--- src/rtl/spi_cfg_pkg.sv ---
// Shared state encoding, init-table word layout and the latched SPI command type
// for the SPI configuration sequencer.
package spi_cfg_pkg;

  localparam int TBL_W    = 18;
  localparam int END_BIT  = 17;
  localparam int ADDR_MSB = 16;
  localparam int ADDR_LSB = 8;
  localparam int DATA_MSB = 7;
  localparam int DATA_LSB = 0;

  typedef enum logic [2:0] {
    POR_WAIT, FETCH, ISSUE, WAIT_TBL, HOST_IDLE, WAIT_HOST, ERROR
  } state_t;

  typedef struct packed {
    logic       rd;
    logic [8:0] addr;
    logic [7:0] din;
  } spi_req_t;

  function automatic logic tbl_end(input logic [TBL_W-1:0] w);
    return w[END_BIT];
  endfunction

  function automatic logic [8:0] tbl_reg(input logic [TBL_W-1:0] w);
    return w[ADDR_MSB:ADDR_LSB];
  endfunction

  function automatic logic [7:0] tbl_val(input logic [TBL_W-1:0] w);
    return w[DATA_MSB:DATA_LSB];
  endfunction

endpackage

--- src/rtl/spi_cfg_sequencer_if.sv ---
// Handshake bundle between the sequencer and the SPI master it drives.
interface spi_cfg_sequencer_if;
  logic       spi_strobe;
  logic       spi_ce;
  logic       spi_rd;
  logic [8:0] spi_addr;
  logic [7:0] spi_din;
  logic       spi_ack;
  logic [7:0] spi_rdata;

  modport master (output spi_strobe, spi_ce, spi_rd, spi_addr, spi_din,
                  input  spi_ack, spi_rdata);
  modport slave  (input  spi_strobe, spi_ce, spi_rd, spi_addr, spi_din,
                  output spi_ack, spi_rdata);
endinterface

--- src/rtl/spi_ack_timer.sv ---
// Saturating ack-timeout counter; clear takes priority over counting.
module spi_ack_timer #(
  parameter int W = 16
) (
  input  logic clk,
  input  logic rst,
  input  logic clear,
  input  logic en,
  output logic sat
);
  logic [W-1:0] cnt;

  assign sat = &cnt;

  always_ff @(posedge clk) begin
    if (rst || clear) cnt <= '0;
    else if (en && !sat) cnt <= cnt + 1'b1;
  end
endmodule

--- src/rtl/spi_cfg_sequencer.sv ---
// Replays an init table over SPI after power-on, then serves single host
// register reads/writes; any ack timeout parks the block in ERROR until reset.
module spi_cfg_sequencer
  import spi_cfg_pkg::*;
#(
  parameter int TBL_AW  = 6,
  parameter int POR_CYC = 1000,
  parameter int TMO_W   = 16
) (
  input  logic              clk,
  input  logic              rst,
  output logic [TBL_AW-1:0] tbl_addr,
  input  logic [TBL_W-1:0]  tbl_data,
  input  logic              host_req,
  input  logic              host_rd,
  input  logic [8:0]        host_addr,
  input  logic [7:0]        host_din,
  output logic              host_ack,
  output logic [7:0]        host_rdata,
  output logic              host_busy,
  spi_cfg_sequencer_if.master spi,
  output logic              init_done,
  output logic              init_err
);
  localparam int PW = (POR_CYC > 1) ? $clog2(POR_CYC) : 1;

  state_t   state, state_nxt;
  logic [PW-1:0] por_cnt;
  logic     fetch_ph;
  spi_req_t cmd;
  logic     strobe, ce;
  logic     tmo_sat, wait_st, tbl_last;
  logic     load_tbl, load_host, ack_tbl, ack_host, timeout, done_set;

  assign wait_st   = (state == WAIT_TBL) || (state == WAIT_HOST);
  assign tbl_last  = &tbl_addr;
  assign host_busy = (state != HOST_IDLE);

  assign spi.spi_strobe = strobe;
  assign spi.spi_ce     = ce;
  assign spi.spi_rd     = cmd.rd;
  assign spi.spi_addr   = cmd.addr;
  assign spi.spi_din    = cmd.din;

  spi_ack_timer #(.W(TMO_W)) u_tmr (
    .clk   (clk),
    .rst   (rst),
    .clear (strobe),
    .en    (wait_st),
    .sat   (tmo_sat)
  );

  always_comb begin
    state_nxt = state;
    load_tbl  = 1'b0;
    load_host = 1'b0;
    ack_tbl   = 1'b0;
    ack_host  = 1'b0;
    timeout   = 1'b0;
    done_set  = 1'b0;
    unique case (state)
      POR_WAIT: if (por_cnt == PW'(POR_CYC - 1)) state_nxt = FETCH;
      // first FETCH cycle lets the table read settle, second one decides
      FETCH: if (fetch_ph) begin
        if (tbl_end(tbl_data)) begin
          state_nxt = HOST_IDLE;
          done_set  = 1'b1;
        end else begin
          state_nxt = ISSUE;
          load_tbl  = 1'b1;
        end
      end
      ISSUE: state_nxt = WAIT_TBL;
      WAIT_TBL: begin
        if (spi.spi_ack) begin
          ack_tbl = 1'b1;
          if (tbl_last) begin
            state_nxt = HOST_IDLE;
            done_set  = 1'b1;
          end else begin
            state_nxt = FETCH;
          end
        end else if (tmo_sat) begin
          timeout   = 1'b1;
          state_nxt = ERROR;
        end
      end
      HOST_IDLE: if (host_req) begin
        load_host = 1'b1;
        state_nxt = WAIT_HOST;
      end
      // the host_ack cycle stays here so the next request lands after it;
      // the strobe cycle still sees the previous count, hence the gate
      WAIT_HOST: begin
        if (host_ack) state_nxt = HOST_IDLE;
        else if (spi.spi_ack) ack_host = 1'b1;
        else if (tmo_sat && !strobe) begin
          timeout   = 1'b1;
          state_nxt = ERROR;
        end
      end
      default: state_nxt = state;
    endcase
  end

  always_ff @(posedge clk) begin
    if (rst) begin
      state      <= POR_WAIT;
      por_cnt    <= '0;
      fetch_ph   <= 1'b0;
      tbl_addr   <= '0;
      cmd        <= '0;
      strobe     <= 1'b0;
      ce         <= 1'b0;
      host_ack   <= 1'b0;
      host_rdata <= '0;
      init_done  <= 1'b0;
      init_err   <= 1'b0;
    end else begin
      state    <= state_nxt;
      fetch_ph <= (state == FETCH) && !fetch_ph;
      strobe   <= load_tbl | load_host;
      host_ack <= ack_host | (timeout && state == WAIT_HOST);
      if (state == POR_WAIT) por_cnt <= por_cnt + 1'b1;
      if (load_tbl) begin
        cmd <= '{rd: 1'b0, addr: tbl_reg(tbl_data), din: tbl_val(tbl_data)};
        ce  <= 1'b1;
      end
      if (load_host) begin
        cmd <= '{rd: host_rd, addr: host_addr, din: host_din};
        ce  <= 1'b1;
      end
      if (ack_tbl || ack_host || timeout) ce <= 1'b0;
      if (ack_tbl) tbl_addr <= tbl_addr + 1'b1;
      if (ack_host && cmd.rd) host_rdata <= spi.spi_rdata;
      if (timeout && state == WAIT_HOST) host_rdata <= 8'hFF;
      if (done_set) init_done <= 1'b1;
      if (timeout) init_err <= 1'b1;
    end
  end
endmodule

--- src/flat_wrapper.sv ---
// flat-port wrapper written by rule: the top's interface ports become plain ports
module spi_cfg_sequencer_flat import spi_cfg_pkg::*;
#(
  parameter int TBL_AW  = 6,
  parameter int POR_CYC = 1000,
  parameter int TMO_W   = 16
)
  (clk, rst, tbl_addr, tbl_data, host_req, host_rd, host_addr, host_din, host_ack, host_rdata, host_busy, init_done, init_err, spi_spi_strobe, spi_spi_ce, spi_spi_rd, spi_spi_addr, spi_spi_din, spi_spi_ack, spi_spi_rdata);
  spi_cfg_sequencer_if spi_i ();
  input  logic clk;
  input  logic rst;
  output logic [TBL_AW-1:0] tbl_addr;
  input  logic [TBL_W-1:0] tbl_data;
  input  logic host_req;
  input  logic host_rd;
  input  logic [8:0] host_addr;
  input  logic [7:0] host_din;
  output logic host_ack;
  output logic [7:0] host_rdata;
  output logic host_busy;
  output logic init_done;
  output logic init_err;
  output wire logic [$bits(spi_i.spi_strobe)-1:0] spi_spi_strobe;
  output wire logic [$bits(spi_i.spi_ce)-1:0] spi_spi_ce;
  output wire logic [$bits(spi_i.spi_rd)-1:0] spi_spi_rd;
  output wire logic [$bits(spi_i.spi_addr)-1:0] spi_spi_addr;
  output wire logic [$bits(spi_i.spi_din)-1:0] spi_spi_din;
  input wire logic [$bits(spi_i.spi_ack)-1:0] spi_spi_ack;
  input wire logic [$bits(spi_i.spi_rdata)-1:0] spi_spi_rdata;
  assign spi_spi_strobe = spi_i.spi_strobe;
  assign spi_spi_ce = spi_i.spi_ce;
  assign spi_spi_rd = spi_i.spi_rd;
  assign spi_spi_addr = spi_i.spi_addr;
  assign spi_spi_din = spi_i.spi_din;
  assign spi_i.spi_ack = spi_spi_ack;
  assign spi_i.spi_rdata = spi_spi_rdata;
  spi_cfg_sequencer #(.TBL_AW(TBL_AW), .POR_CYC(POR_CYC), .TMO_W(TMO_W)) u_core (.clk(clk), .rst(rst), .tbl_addr(tbl_addr), .tbl_data(tbl_data), .host_req(host_req), .host_rd(host_rd), .host_addr(host_addr), .host_din(host_din), .host_ack(host_ack), .host_rdata(host_rdata), .host_busy(host_busy), .spi(spi_i), .init_done(init_done), .init_err(init_err));
endmodule
--- config.mk ---
export PLATFORM = sky130hd
export DESIGN_NAME = spi_cfg_sequencer_flat
export DESIGN_NICKNAME = d
export VERILOG_FILES = /design/src/rtl/spi_cfg_pkg.sv /design/src/rtl/spi_cfg_sequencer_if.sv /design/src/rtl/spi_ack_timer.sv /design/src/rtl/spi_cfg_sequencer.sv /design/src/flat_wrapper.sv
export SDC_FILE = /design/constraint.sdc
export NUM_CORES = 1
export LEC_CHECK = 0
export ABC_AREA = 1
export BUFFER_PORTS_ARGS = -buffer_cell sky130_fd_sc_hd__buf_4
export CORE_MARGIN = 2
export CORE_UTILIZATION = 48
export DETAILED_ROUTE_END_ITERATION = 16
export PLACE_DENSITY = 0.75
export SYNTH_ARGS = -nofsm -noshare
export SYNTH_HDL_FRONTEND = slang
export SYNTH_SLANG_ARGS = --single-unit
--- constraint.sdc ---
create_clock -name clk -period 1.75 [get_ports clk]
set_input_delay 0.0875 -clock clk [delete_from_list [all_inputs] [get_ports clk]]
set_output_delay 0.0875 -clock clk [all_outputs]
set_load 0.02 [all_outputs]
Word level (Yosys, flattened, before mapping)
Cells that the tools add are included.
- muxes and demuxes: 37
- bitwise gates (word level): 2
- reductions and logical operators: 20
- add/subtract/negate cells: 3
- eq/ne operators: 13
- operator list (cell ; number):
    $mux 18 ; 2
    $mux 3 ; 10
    $mux 1 ; 20
    $pmux 3 s6 ; 1
    $add 16x1->16 const B ; 1
    $mux 8 ; 2
    $reduce_and 16->1 ; 1
    $add 10x1->10 const B ; 1
    $eq 10x10->1 const B ; 1
    $ne 3x2->1 const B ; 3
    $reduce_and 7->1 ; 1
    $add 6x1->6 const B ; 1
    $eq 3x2->1 const B ; 2
    $eq 3x3->1 const B ; 2
    $reduce_and 6->1 ; 1
    $reduce_bool 6->1 ; 1
    $logic_and 1x1->1 ; 5
    $logic_or 1x1->1 ; 4
    $ne 2x1->1 const B ; 2
    $pmux 1 s2 ; 2
    $reduce_bool 2->1 ; 2
    $eq 3x1->1 const B ; 1
    $logic_not 1->1 ; 3
    $logic_not 3->1 ; 1
    other kinds (4) ; 5
- logic and storage cells: 89
- bits of input ports: 48
- register bits: 67
- output and inout port bits: 38

Depth between registers and ports, before layout
- depth after elaboration: 8
- gate-level depth with buffers: 11
- depth with buffers taken out: 10

Cells and area by module
A second synthesis with hierarchy kept.
- cell total of the unflattened synthesis: 506
- area, all modules: 3398.3 um2
- modules (own cells, without submodules) (module ; cells each ; area each (um2) ; instances):
    spi_cfg_sequencer ; 360 ; 2448.6 ; 1
    spi_ack_timer ; 146 ; 949.7 ; 1

Least setup slack after synthesis
No wires, ideal clock.
- path kind: register -> register
- start: register u_core.u_tmr.cnt[0]
- end: register u_core.u_tmr.cnt[1]
- period minus slack after synthesis: 1.620 ns
- setup slack: 0.130 ns
- data required time: 1.637 ns
- buffers on the path: 1
- cell stages (with the launch flop): 10
- data arrival time: 1.507 ns
- setup time: 0.113 ns
- cells stage by stage: dfxtp_1 ha_1 inv_1 nor2_1 nand2_1 nor2_4 nor2_8 buf_4 o21ai_1 nor2_1
- longest elaborated chain between the ends: 3
- elaborated cells on any way between the ends: 4
- ends and longest elaborated chain (what ; line ; text):
    start, declared ; spi_ack_timer.sv:11 ; logic [W-1:0] cnt;
    start signal, assigned ; spi_ack_timer.sv:17 ; else if (en && !sat) cnt <= cnt + 1'b1;
    parallel branches: the longest is 3 deep, another holds $add 16x1->16 ; n/a ;
Parallel ways; which one is timed is not known.
A chain may end at the register's enable or synchronous reset.

Worst setup path after layout
- start: register u_core.u_tmr.cnt[0]
- end: register u_core.u_tmr.cnt[8]
Same word-level chain as after synthesis.

==> results.ini <==
[status]
outcome = finished clean

[grt]
grt.overflow.total = 0
grtUsageMet1_pct = 26.81
grt_pass1_wl_um = 13360
grt_busiest_layer = met2
antenna_found_initial = 0
grt_start_max_net_pins = 37
met2_usage_pct = 36.09
grt_util_met3_pct = 5.118
track_usage_pct = 21.49
first_global_vias = 3119

[synth]
synthDistinctLibCells = 36
synth-simple-area-share_pct = 34.86
yosysSeqAreaShare_pct = 40.13
yosysWarnings = 0
synth_top_family_by_area = simple AND/OR/NAND/NOR gates
synthMuxAreaShare_pct = 0
ys_ff_latch = 67
synth_fa_ha_area_share_pct = 1.123
synth_compound_area_share_pct = 13.63
syn-num-nets = 520
netlist_area_um2 = 3342
synthCells = 469
avgSynthCellArea_um2 = 7.126
synth_xor_area_share_pct = 1.835

[routing]
drt_iter0_drc = 132
ant_nets = 0
wire_per_inst_um = 12.57
vias = 3359
route.detailed.vias_per_inst = 5.232
routed_wl_um = 8072
drc = 0
dr.pass1.iters = 4

[run]
cap_violations = 0

[power_and_ir_drop]
power.leakage_nw = 1.847
power_w = 0.003142
vdd.ir_drop.worst_v = 0.0005399
powerDensity_nw_per_um2 = 730.3

[clock_network]
cts_tree = built
clkSinkCount = 67
clk_pin_slew_ns = 0.07
root_buffer = clkbuf_8
clkLatencyLatePin_ns = 0.34
cts_buffers = 9
cts_buffer_depth = 2
cts_max_level = 3

[die]
die_x_um = 87.44
start_util_pct = 49.46
fp.coreArea_um2 = 6756
io_pins = 86
rows = 30
dieArea_um2 = 7646
die_y_um = 87.44

[layout]
final_cell_mix = nand2_1, buf_4, dfxtp_1
diodes = 0
utilization_pct = 63.69
nets = 610
layout-drive-gt1-share_pct = 26.16
syn_to_final_growth_pct = 28.75
final.fill_count = 631

[place]
io_buffers = 85
dp.final_hpwl_um = 5761
gp_congestion = 0.8476

[timing]
fmax_ghz = 0.6159
fin_crit_sh_pct = 92.78
slew_viol_final = 0
finalHoldViolations = 0
post-route-min-period_ns = 1.624
tightestPinTransition_ns = 0.4662
finalClockSkew_ns = 0.006750
setup_viol = 0
max_slew_margin_pct = 68.68

[worst_setup_path]
start_kind = flip-flop
crit_path_end_kind = flip-flop
path_max_fanout = 18
r2r_cells = 9
path_class = reg2reg
arrival_ns = 1.85
required_ns = 1.97

[worst_hold_path]
hold_class = in2reg
min_delay_path_depth = 3

## metrics by stage
step,area [µm²],worst slack (ns),hold WS [ns],instances,setup TNS [ns]
2_1_floorplan,3342,0.1295,0.2478,469,0
3_3_place_gp,4063,0.1709,0.3584,625,0
3_5_place_dp,4063,0.08740,0.3586,625,0
4_1_cts,4240,0.06044,0.003302,640,0
5_1_grt,4303,-0.01987,0.01352,642,-0.07106
6_report,4303,0.1263,0.01495,642,0
## state kept, by name, indices dropped and copies added, names as in the netlist
name	flops
u_core.spi.spi_din	8
u_core.fetch_ph	1
u_core.tbl_addr	6
u_core.host_rdata	8
u_core.spi.spi_ce	1
u_core.por_cnt	10
u_core.spi.spi_addr	9
u_core.init_err	1
u_core.init_done	1
u_core.spi.spi_strobe	1
u_core.u_tmr.cnt	16
u_core.host_ack	1
u_core.state	3
u_core.spi.spi_rd	1
## where the power goes
part	switching (W)	total, W	internal [W]
clock network	0.000536	0.00111	0.000574
registers	0.0000324	0.00160	0.00157
logic	0.000252	0.000435	0.000183
total	0.000820	0.00314	0.00232
## cells in the mapped netlist
master    number  area share (%)
nand4_4        1            0.64
nor3_2         1            0.30
o21ai_1       26             3.9
and2_1         2            0.37
xnor2_1        4             1.0
nand3b_1       9             2.0
nor2_2         5            0.94
a21oi_1       28             4.2
dfxtp_1       67              40
clkinv_1       1            0.11
nor2_4         2            0.67
xor2_1         3            0.79
o21ai_0        8             1.2
nand2_2        3            0.56
nor2_8         1            0.60
a31oi_1       18             3.4
nor3b_1        1            0.22
nand3_1       24             3.6
o21a_1         1            0.22
nor2_1        54             6.1
buf_2          6            0.90
nand2_1       97              11
buf_6          2            0.67
buf_1          1            0.11
nand3_2        3            0.90
inv_2          9             1.0
nor3_1         6            0.90
a21oi_2        1            0.26
ha_1           3             1.1
o31ai_1        1            0.22
o21ai_2        1            0.26
nand4_1       25             4.7
clkbuf_1       7            0.79
buf_4          3            0.67
or2_0          8             1.5
inv_1         37             4.2
## area by class of cell
class | instances | area [µm²] | area share [%]
well taps | 80 | 100.1 | 2.326
multi-input cells | 337 | 1765 | 41.03
inverters | 47 | 178.9 | 4.158
clock buffers | 12 | 155.1 | 3.606
clock inverters | 2 | 12.51 | 0.2908
repair buffers | 97 | 743.2 | 17.27
flip-flops and latches | 67 | 1348 | 31.32
## logic make-up (layout without fill, tap and decap cells)
group / count (synthesis) / after routing
AO/OA/AOI/OAI: 84 / 84
XOR/XNOR: 7 / 7
adder cells (fa/ha/maj): 3 / 3
buffers and inverters: 66 / 158
flip-flops: 67 / 67
AND/OR/NAND/NOR: 242 / 243
## worst max-delay path, cell delays in order (launching register included)
cell	delay (ns)
dfxtp_1	0.34
ha_2	0.19
inv_1	0.07
nor2_2	0.15
nand2_2	0.11
nor2_4	0.26
nor2_8	0.11
nand2_1	0.09
xor2_1	0.14
nor2_1	0.05
## repair_timing
item	in CTS	in global routing
endpoints found under the setup margin	0	23
endpoints found under the hold margin	6	0
hold buffers	1	0
resized for setup	0	14
buffers inserted	0	1
## final timing paths
path,from,end,slack [ns]
worst max-delay path,u_core.u_tmr.cnt[0],u_core.u_tmr.cnt[8],0.13
worst min-delay path,tbl_data[0],u_core.spi.spi_din[0],0.01
worst max register to register,u_core.u_tmr.cnt[0],u_core.u_tmr.cnt[8],0.13
worst min register to register,u_core.por_cnt[7],u_core.por_cnt[7],0.47
## metal layers
metal | vias up | wire length, µm | part of all wire [%]
met4 | 0 | 88 | 1.1
li1 | 1751 | - | -
met1 | 1534 | 3556 | 44
met3 | 10 | 354 | 4.4
met2 | 64 | 4073 | 50
met5 | - | 0 | 0
No activity file was read; power rests on OpenSTA's default activity.
